[src/rtl/red_pitaya_sort_seq.sv]
// Sorting sequencer: qualifies a FADS trigger by minimum width, then emits a
// delayed, fixed-width ASG trigger pulse followed by a dead time.
module red_pitaya_sort_seq #(
  parameter int TW = 24,
  parameter int CW = 32
) (
  input  logic        adc_clk_i,
  input  logic        adc_rstn_i,
  input  logic        sort_trig_i,
  output logic        asg_trig_o,
  output logic        busy_o,
  input  logic [31:0] sys_addr,
  input  logic [31:0] sys_wdata,
  input  logic [3:0]  sys_sel,
  input  logic        sys_wen,
  input  logic        sys_ren,
  output logic [31:0] sys_rdata,
  output logic        sys_err,
  output logic        sys_ack
);

  typedef enum logic [2:0] {S_IDLE, S_QUAL, S_DELAY, S_PULSE, S_DEAD} state_t;

  localparam logic [19:0] A_CTRL      = 20'h00;
  localparam logic [19:0] A_MIN_WIDTH = 20'h04;
  localparam logic [19:0] A_DELAY     = 20'h08;
  localparam logic [19:0] A_PULSE_W   = 20'h0C;
  localparam logic [19:0] A_DEAD_T    = 20'h10;
  localparam logic [19:0] A_EVT_CNT   = 20'h14;
  localparam logic [19:0] A_FIRE_CNT  = 20'h18;
  localparam logic [19:0] A_DROP_CNT  = 20'h1C;

  state_t        state, state_next;
  logic [TW-1:0] cnt, cnt_next;
  logic          qualify, asg_next;
  logic          armed, trig_q;

  logic          enable;
  logic [TW-1:0] cfg_min_width, cfg_delay, cfg_pulse_w, cfg_dead_t;
  logic [TW-1:0] wrk_delay, wrk_pulse_w, wrk_dead_t;
  logic [CW-1:0] evt_cnt, fire_cnt, drop_cnt;

  logic [19:0]   addr;
  logic          wr_ctrl, ctrl_off, cnt_clr;
  logic [TW-1:0] mw_eff;
  logic          drop_evt, fire_evt;
  logic [31:0]   rd_mux;
  logic          unused_bits;

  assign addr        = sys_addr[19:0];
  assign wr_ctrl     = sys_wen && (addr == A_CTRL);
  assign ctrl_off    = wr_ctrl && !sys_wdata[0];
  assign cnt_clr     = wr_ctrl && sys_wdata[1];
  assign mw_eff      = (cfg_min_width == '0) ? TW'(1) : cfg_min_width;
  assign unused_bits = ^{sys_sel, sys_addr[31:20], sys_wdata};
  assign sys_err     = 1'b0;

  function automatic logic [CW-1:0] sat_inc(input logic [CW-1:0] v);
    return (v == '1) ? v : v + CW'(1);
  endfunction

  // NOTE: sequential state uses non-blocking assignments so every flop samples
  // pre-edge values regardless of process ordering.
  always_ff @(posedge adc_clk_i or negedge adc_rstn_i) begin
    if (!adc_rstn_i) begin
      state <= S_IDLE;
      cnt   <= '0;
    end else begin
      state <= state_next;
      cnt   <= cnt_next;
    end
  end

  // NOTE: every output of a combinational block gets a default first, so no
  // path through the case can infer a latch.
  always_comb begin
    state_next = state;
    cnt_next   = cnt;
    qualify    = 1'b0;
    case (state)
      S_IDLE: begin
        if (enable && armed && sort_trig_i) begin
          if (mw_eff == TW'(1)) begin
            qualify = 1'b1;
          end else begin
            state_next = S_QUAL;
            cnt_next   = TW'(1);
          end
        end
      end
      S_QUAL: begin
        if (!sort_trig_i)                   state_next = S_IDLE;
        else if (cnt + TW'(1) >= mw_eff)    qualify    = 1'b1;
        else                                cnt_next   = cnt + TW'(1);
      end
      S_DELAY: begin
        if (cnt >= wrk_delay) begin
          state_next = S_PULSE;
          cnt_next   = TW'(1);
        end else begin
          cnt_next = cnt + TW'(1);
        end
      end
      S_PULSE: begin
        if (cnt >= wrk_pulse_w) begin
          state_next = (wrk_dead_t == '0) ? S_IDLE : S_DEAD;
          cnt_next   = TW'(1);
        end else begin
          cnt_next = cnt + TW'(1);
        end
      end
      S_DEAD: begin
        if (cnt >= wrk_dead_t) state_next = S_IDLE;
        else                   cnt_next   = cnt + TW'(1);
      end
      default: state_next = S_IDLE;
    endcase
    // Qualification decides the path from the live DELAY register, the same
    // value that is latched into the working copy on this edge.
    if (qualify) begin
      state_next = (cfg_delay == '0) ? S_PULSE : S_DELAY;
      cnt_next   = TW'(1);
    end
    if (!enable || ctrl_off) begin
      state_next = S_IDLE;
      qualify    = 1'b0;
    end
  end

  always_comb begin
    busy_o   = (state != S_IDLE);
    asg_next = (state_next == S_PULSE);
  end

  assign drop_evt = sort_trig_i && !trig_q && (state inside {S_DELAY, S_PULSE, S_DEAD});
  assign fire_evt = asg_next && !asg_trig_o;

  always_ff @(posedge adc_clk_i or negedge adc_rstn_i) begin
    if (!adc_rstn_i) begin
      armed       <= 1'b0;
      trig_q      <= 1'b0;
      asg_trig_o  <= 1'b0;
      wrk_delay   <= '0;
      wrk_pulse_w <= TW'(1);
      wrk_dead_t  <= '0;
    end else begin
      trig_q     <= sort_trig_i;
      asg_trig_o <= asg_next;
      if (state == S_IDLE && state_next != S_IDLE) armed <= 1'b0;
      else if (!sort_trig_i)                       armed <= 1'b1;
      if (qualify) begin
        wrk_delay   <= cfg_delay;
        wrk_pulse_w <= (cfg_pulse_w == '0) ? TW'(1) : cfg_pulse_w;
        wrk_dead_t  <= cfg_dead_t;
      end
    end
  end

  always_ff @(posedge adc_clk_i or negedge adc_rstn_i) begin
    if (!adc_rstn_i) begin
      evt_cnt  <= '0;
      fire_cnt <= '0;
      drop_cnt <= '0;
    end else if (cnt_clr) begin
      evt_cnt  <= '0;
      fire_cnt <= '0;
      drop_cnt <= '0;
    end else begin
      if (qualify)  evt_cnt  <= sat_inc(evt_cnt);
      if (fire_evt) fire_cnt <= sat_inc(fire_cnt);
      if (drop_evt) drop_cnt <= sat_inc(drop_cnt);
    end
  end

  always_comb begin
    rd_mux = '0;
    case (addr)
      A_CTRL:      rd_mux = {31'b0, enable};
      A_MIN_WIDTH: rd_mux = 32'(cfg_min_width);
      A_DELAY:     rd_mux = 32'(cfg_delay);
      A_PULSE_W:   rd_mux = 32'(cfg_pulse_w);
      A_DEAD_T:    rd_mux = 32'(cfg_dead_t);
      A_EVT_CNT:   rd_mux = 32'(evt_cnt);
      A_FIRE_CNT:  rd_mux = 32'(fire_cnt);
      A_DROP_CNT:  rd_mux = 32'(drop_cnt);
      default:     rd_mux = '0;
    endcase
  end

  always_ff @(posedge adc_clk_i or negedge adc_rstn_i) begin
    if (!adc_rstn_i) begin
      enable        <= 1'b0;
      cfg_min_width <= TW'(1);
      cfg_delay     <= '0;
      cfg_pulse_w   <= TW'(125);
      cfg_dead_t    <= '0;
      sys_ack       <= 1'b0;
      sys_rdata     <= '0;
    end else begin
      sys_ack <= sys_wen || sys_ren;
      if (sys_ren) sys_rdata <= rd_mux;
      if (sys_wen) begin
        case (addr)
          A_CTRL:      enable        <= sys_wdata[0];
          A_MIN_WIDTH: cfg_min_width <= sys_wdata[TW-1:0];
          A_DELAY:     cfg_delay     <= sys_wdata[TW-1:0];
          A_PULSE_W:   cfg_pulse_w   <= sys_wdata[TW-1:0];
          A_DEAD_T:    cfg_dead_t    <= sys_wdata[TW-1:0];
          default:     ;
        endcase
      end
    end
  end

endmodule

[config.mk]
export PLATFORM = sky130hd
export DESIGN_NAME = red_pitaya_sort_seq
export DESIGN_NICKNAME = d
export VERILOG_FILES = /design/src/rtl/red_pitaya_sort_seq.sv
export SDC_FILE = /design/constraint.sdc
export NUM_CORES = 1
export LEC_CHECK = 0
export ABC_AREA = 1
export BUFFER_PORTS_ARGS = -buffer_cell sky130_fd_sc_hd__buf_2
export CAP_MARGIN = 5
export CORE_UTILIZATION = 51
export DETAILED_ROUTE_END_ITERATION = 12
export PLACE_DENSITY = 0.74
export SETUP_SLACK_MARGIN = 0.5
export SYNTH_ARGS = -nofsm -noshare
export SYNTH_HDL_FRONTEND = slang
export SYNTH_SLANG_ARGS = --single-unit
export TNS_END_PERCENT = 5
[constraint.sdc]
create_clock -name adc_clk_i -period 6.7 [get_ports adc_clk_i]
set_clock_uncertainty 0.2 [all_clocks]
set_input_delay 1.005 -clock adc_clk_i [delete_from_list [all_inputs] [get_ports adc_clk_i]]
set_output_delay 1.005 -clock adc_clk_i [all_outputs]
set_load 0.01 [all_outputs]
==> out/qor.txt, run 1 <==
leak pwr = 10.6 nW
Non-Filler Instances = 3,256
final worst path period share = 80.2%
initial antenna violation count = 3
GRT Total Usage = 33.3%
Final Max Slew Viols = 0
Seq/Total Area, Yosys = 41.7%
Fillers = 3,545
synth warn = 0
Worst IR Drop VDD = 0.211 mV
Routed WL per cell = 19.7 µm
CTS tree = done
row cnt = 71
clock network fraction of design power = 52.3%
HP Class = input pin to asynchronous set/reset pin
worst path cell trace = inv_1, nor3_1, nand2_1, nor2_1, nand2_1, nor2_1, inv_1, nor2_1, xor2_1, ha_1, a21o_1, nor2_1, nand2_1, nand2_1, nand4_1, nand2_1, nand2_1, nand2_4, nand2_1, nand3_2, buf_4, nand2_2, nand2_1, nand2_1
routed vias = 18,500
vias in the first global route = 17,300
minimum clock period = 5.37 ns
# setup viols final = 0
WP data required = 6.94 ns
register bit total from synthesis = 328
Cell Int Power = 0.00336 W
Num Clock Sinks = 328
async set-or-reset flop fraction in the synthesized netlist = 100%
die width = 199 µm
combinational share of power = 1.9%
Seq. cell area = 8220 µm²
DRC = 0
crit path launch type = register
Slew @ Worst Pin = 1.15 ns
post-synthesis average cell area = 7.39 µm²
hold buffer count at cts = 0
Overflow after GRT = 0
routability cong. = 0.997
Cell Pwr Density = 198 nW/µm²
Pre-antenna DRT Iters = 6
largest stage delay on the critical path = 0.51 ns
Final HPWL DP = 48,200 µm
Max FO, Critical Path = 35
final wirelength = 64,200 µm
CTS Root Cell = clkbuf_16
max cap viols = 0
Setup Buffers After CTS = 0
largest net degree at the start of global routing = 178
first-pass GRT wire length = 98,700 µm
remaining antenna violation count = 0
worst skew pair latency = 0.59 ns
Post-Syn Nets = 2,842
Cell Area, Synth = 19,700 µm²
run status = finished clean
slowest CP cell = nand2_2
Max Fclk = 0.186 GHz
post-CTS sizing = 0
Core Box Area = 37,800 µm²
CTS H-tree lvls = 2
layout cell share with drive strength beyond 1 = 7.25%
Main synth FF type = dfrtp_1
TNS Setup = 0 ns
Via density = 5.67
CTS Buffer Depth = 3
Initial Util = 52.1%
Syn-to-layout area delta = 11.0%
total CTS buffers = 39
post-synth cell types = 42
NumNets Final = 2,892
Top Ports = 109
count of input and output buffers = 83
CP dominant cell by count = nand2_1
RSZ-0062 raised after global routing = no
1st-iter DRT viols = 2,124
CP arrival = 5.62 ns
die span in y = 199 µm
Crit Path Class = register to register
Sequential Power Share = 45.7%
Post-synth EDFFs = 0
Gate Count Post-Synth = 2,669
clock slew at reported path FFs = 0.06 ns
multi-input combinational cell area = 9490 µm²
Max-slew headroom = 23.2%
endpoint class of the critical path = register
placed cells = 3,189
Hold Vio Cnt, Final = 0
die area = 39,500 µm²
Switching Fraction = 22.4%
Psw = 0.000973 W
==> registers in the layout (all words and copies together), names as in the netlist, 3 cells and up <==
name	count
cnt	24
sys_rdata	32
fire_cnt	32
state	3
cfg_dead_t	24
drop_cnt	32
wrk_dead_t	24
cfg_min_width	24
cfg_delay	24
cfg_pulse_w	24
evt_cnt	32
wrk_pulse_w	24
wrk_delay	24
==> cell usage after synthesis (2+ instances only) <==
master	number	area, µm²
clkbuf_1	64	240
mux2i_1	23	230
inv_2	5	18.8
xnor2_1	3	26.3
nand4_1	57	357
dfstp_2	8	210
nor2_4	2	22.5
xor2_1	63	552
o21ai_1	26	130
nor3b_1	2	15.0
nand3_1	123	616
nor2_2	4	25.0
buf_1	4	15.0
nor4_2	2	25.0
inv_1	425	1600
a31oi_1	2	12.5
o22ai_1	80	500
ha_1	100	1250
nor3_1	87	435
buf_4	12	90.1
buf_2	12	60.1
nor4_1	54	338
nand2_1	600	2250
o21ai_0	249	1250
a21oi_1	57	285
o21a_1	3	22.5
nor2_1	261	980
dfrtp_1	320	8010
nand2_2	4	25.0
a21o_1	5	37.5
==> routing by layer <==
layer / vias to the layer above / share of wire (%) / track usage [%]
met1: 8746 / 43 / 47.7
met3: 106 / 9.9 / 6.44
met5: - / 0.044 / 0
met2: 814 / 43 / 49.4
met4: 4 / 3.7 / 13.0
li1: 8780 / - / -
==> power by group through the flow <==
stage	sequential (W)	combinational (W)	clock (W)
6_report	0.00198	0.0000840	0.00227
4_1_cts	0.00198	0.0000863	0.00228
5_1_grt	0.00198	0.0000952	0.00235
3_3_place_gp	0.00202	0.0000848	0
3_5_place_dp	0.00202	0.0000863	0
2_1_floorplan	0.00202	0.0000187	0
==> placed cells by master, fill, tap and decap left out, types with 6 or more instances in the layout <==
cell type	n
a21oi_1	57
buf_2	82
buf_4	18
bufinv_16	6
clkbuf_16	39
clkinv_2	7
dfrtp_1	320
dfstp_2	8
ha_1	100
inv_1	425
mux2i_1	23
nand2_1	599
nand3_1	122
nand4_1	57
nor2_1	261
nor3_1	87
nor4_1	54
o21ai_0	249
o21ai_1	26
o22ai_1	80
xor2_1	63
==> cell families after synthesis <==
logic type / Yosys count / synth area share (%)
AO/OA/AOI/OAI: 428 / 11.6
XOR/XNOR: 66 / 2.93
adder cells (fa/ha/maj): 100 / 6.34
buffers and inverters: 523 / 10.3
flip-flops: 328 / 41.7
multiplexers: 23 / 1.17
other: 1 / 0.0190
AND/OR/NAND/NOR: 1200 / 26.0
==> path summary, 6_finish.rpt <==
check	start	end	slack [ns]	depth (start not counted)
max reg2reg	cnt[0]	fire_cnt[6]	1.33	24
max	cnt[0]	fire_cnt[6]	1.33	24
max in group asynchronous	adc_rstn_i	fire_cnt[24]	4.64	2
min in group adc_clk_i	cfg_dead_t[3]	cfg_dead_t[3]	0.28	2
min	adc_rstn_i	cnt[13]	0.24	1
min reg2reg	cfg_dead_t[3]	cfg_dead_t[3]	0.28	2
==> worst max-delay path, delay by kind of cell, from the launching register on <==
family | cells | cell delay, ns
DFF | 1 | 0.47
xor gates and xnor gates | 1 | 0.21
and+or+nand+nor | 18 | 3.23
AOI/OAI and AO/OA | 1 | 0.18
adders and majority gates | 1 | 0.27
buffers and inverters | 3 | 0.65
==> final cells by class <==
cell class,instances,area share [%]
multi-input cells,1818,43.3
diodes,1,0.0114
clock inverters,20,1.37
well taps,511,2.92
inverters,430,7.37
flip-flops and latches,328,37.5
clock buffers,46,4.81
repair buffers,102,2.65
==> metrics by stage <==
stage,setup slack (ns),total power [W],cell area (µm²),utilization (%),hold WS [ns]
5_1_grt,0.984,0.00443,21900,57.9,0.302
2_1_floorplan,3.20,0.00204,19700,-,0.253
3_3_place_gp,1.56,0.00210,20500,54.3,0.266
4_1_cts,1.45,0.00435,21900,57.9,0.266
3_5_place_dp,1.47,0.00210,20500,54.3,0.273
6_report,1.33,0.00433,21900,57.9,0.242
Power figures use the tool's default switching activity.
==> run 2: changes to the inputs <==
Settings changed: PLACE_DENSITY 0.74 to 0.77.
Clock period 6.7 ns to 4.51 ns, I/O delays scaled along.
==> run 2 against run 1 <==
The flow now finishes with violations (hold timing). Sequential power up 48%. Global-route usage increased by 0.90 points. Highest routed layer is now met4. Largest cell class unchanged. Fmax rose by 38%. Sequential share of layout area down 0.85 points. Clock-buffer cell count increased by 10. Hold slack got worse by 0.33 ns. Critical endpoint is now fire_cnt[5]. Critical path type unchanged. Total power is 46% higher.
==> out/qor.txt, run 2 (synthesized netlist as in run 1, its figures left out) <==
run status = finished, violations left
failing checks = hold timing
final wirelength = 66,800 µm (+4.0%)
Switching Fraction = 23.1% (+0.64 points)
placed cells = 3,208 (+0.60%)
combinational share of power = 2.1% (+0.2 points)
die area = 39,500 µm² (unchanged)
Max-slew headroom = 23.9% (+0.66 points)
Cell Int Power = 0.00487 W (+45%)
1st-iter DRT viols = 1,979 (-6.8%)
final worst path period share = 86.5% (+6.3 points)
Top Ports = 109 (unchanged)
routed vias = 18,800 (+2.1%)
Syn-to-layout area delta = 13.8%
Max Fclk = 0.256 GHz (+38%)
Psw = 0.00146 W (+50%)
total CTS buffers = 38 (-2.6%)
hold slack = -0.0846 ns (-0.327 ns)
most frequent cells in the layout = nand2_1 (588), inv_1 (422), dfrtp_1 (305)
Cell Pwr Density = 282 nW/µm² (+42%)
minimum clock period = 3.90 ns (-1.47 ns)
CTS tree = done
max cap viols = 0 (unchanged)
Inserted Diodes = 0 (-1)
GRT Total Usage = 34.2% (+0.90 points)
RSZ-0062 raised after global routing = yes
post-route setup slack = 0.609 ns (-0.717 ns)
Core Box Area = 37,800 µm² (unchanged)
CP arrival = 4.22 ns (-1.40 ns)
largest net degree at the start of global routing = 108 (-39%)
leak pwr = 10.8 nW (+2.3%)
Hold Vio Cnt, Final = 28 (+28)
remaining antenna violation count = 0 (unchanged)
layout cell share with drive strength beyond 1 = 10.0% (+2.8 points)
TNS Setup = 0 ns (unchanged)
Post-DP Area = 20,700 µm² (+0.91%)
die width = 199 µm (unchanged)
routability cong. = 0.988 (-0.91%)
Final Util = 59.3% (+1.5 points)
# setup viols final = 0 (unchanged)
CTS Root Cell = clkbuf_16
first-pass GRT wire length = 101,000 µm (+2.4%)
most common cell after layout, fill and taps aside = nand2_1
Non-Filler Instances = 3,299 (+1.3%)
initial antenna violation count = 0 (-3)
row cnt = 71 (unchanged)
Worst IR Drop VDD = 0.259 mV (+23%)
clock slew at reported path FFs = 0.06 ns (about the same)
CTS H-tree lvls = 2 (unchanged)
NumNets Final = 2,931 (+1.3%)
Max FO, Critical Path = 8 (-77%)
clock network fraction of design power = 51.4% (-0.9 points)
Num Clock Sinks = 328 (unchanged)
HP Class = input pin to asynchronous set/reset pin
DRC = 0 (unchanged)
Via density = 5.71 (+0.72%)
crit path launch type = register
Routed WL per cell = 20.2 µm (+2.6%)
Sequential Power Share = 46.5% (+0.8 points)
Crit Path Class = register to register
Overflow after GRT = 0 (unchanged)
CTS Buffer Depth = 3 (unchanged)
Pre-antenna DRT Iters = 6 (unchanged)
Final HPWL DP = 49,900 µm (+3.5%)
final instance area = 22,500 µm² (+2.5%)
worst skew pair latency = 0.60 ns (about the same)
setup slack after placement = 0.220 ns (-1.25 ns)
Slew @ Worst Pin = 1.14 ns (-0.00990 ns)
count of input and output buffers = 83 (unchanged)
endpoint class of the critical path = register
die span in y = 199 µm (unchanged)
WP data required = 4.83 ns (-2.11 ns)
vias in the first global route = 17,500 (+1.1%)
Final Max Slew Viols = 0 (unchanged)
Initial Util = 52.1% (unchanged)
## run 2: cell types whose count changed in the layout (fill, tap and decap cells not counted), moves of 4 or more
cell	delta
nor2_2	+6
buf_12	+5
buf_4	+30
clkbuf_1	+8
dfrtp_2	+15
nand2_1	-11
dfrtp_1	-15
nor3_2	+4
nor3_1	-5
nor2_1	-6
nand2_2	+10
## run 2: what timing repair did
action | CTS | global route
gates resized for setup | 10 | 44
setup buffers | 0 | 16
hold endpoints to repair | 0 | 0
hold buffers | 0 | 0
endpoints found under the setup margin | 51 | 151
pin swaps | 0 | 20
cloned | 0 | 5
## run 2: final timing paths
kind | from | end | slack, ns | cells past startpoint
max in group asynchronous | adc_rstn_i | cfg_pulse_w[6] | 3.06 | 2
worst min register to register | wrk_delay[4] | wrk_delay[4] | 0.28 | 2
worst max-delay path | cnt[0] | fire_cnt[5] | 0.61 | 24
worst min-delay path | adc_rstn_i | cnt[16] | -0.08 | 1
min in group adc_clk_i | sort_trig_i | trig_q | 0.05 | 1
worst max register to register | cnt[0] | fire_cnt[5] | 0.61 | 24
## run 2: power by group through the flow
stage	Combinational (W)	Clock, W	Sequential, W
floorplan	0.0000278	0	0.00300
global placement	0.000132	0	0.00300
detailed placement	0.000135	0	0.00300
CTS	0.000135	0.00328	0.00294
global route	0.000148	0.00339	0.00294
finish	0.000131	0.00325	0.00294
## run 2: per-layer routing
layer	GRT usage, %	up-vias	routed length, µm
li1	-	8839	-
met1	48.7	9010	29200
met2	50.4	836	28300
met3	6.34	144	6210
met4	15.0	0	3070
met5	0	-	0
## run 2: metrics by stage
step                hold slack (ns)  total power, W
floorplan                     0.181         0.00303
global placement              0.266         0.00313
detailed placement            0.273         0.00313
CTS                         0.00167         0.00636
global route                 0.0333         0.00648
finish                      -0.0846         0.00633
## run 2: layout make-up
type | instances | area [µm²]
flip-flops and latches | 328 | 8240
fillers | 3609 | 15400
multi-input cells | 1818 | 9630
inverters | 430 | 1610
clock buffers | 56 | 1100
clock inverters | 14 | 214
well taps | 511 | 639
repair buffers | 142 | 1020
## run 2: critical path: stages, from the launching register on
cell and delay (ns):
dfrtp_2 0.43, ha_4 0.16, nand3_2 0.09, inv_2 0.08, nand4_1 0.22, nor2_2 0.20
nand4_1 0.14, xnor2_2 0.19, ha_1 0.30, nand2_1 0.08, inv_1 0.06, nand4_1 0.11
inv_1 0.07, nand2_1 0.06, nand4_1 0.20, nand2_1 0.14, nand2_2 0.11, nor2_2 0.13
nand2_2 0.09, nand2_2 0.10, nand3_4 0.18, nand2_8 0.17, clkbuf_16 0.19, nand2_1 0.06
nand2_1 0.07
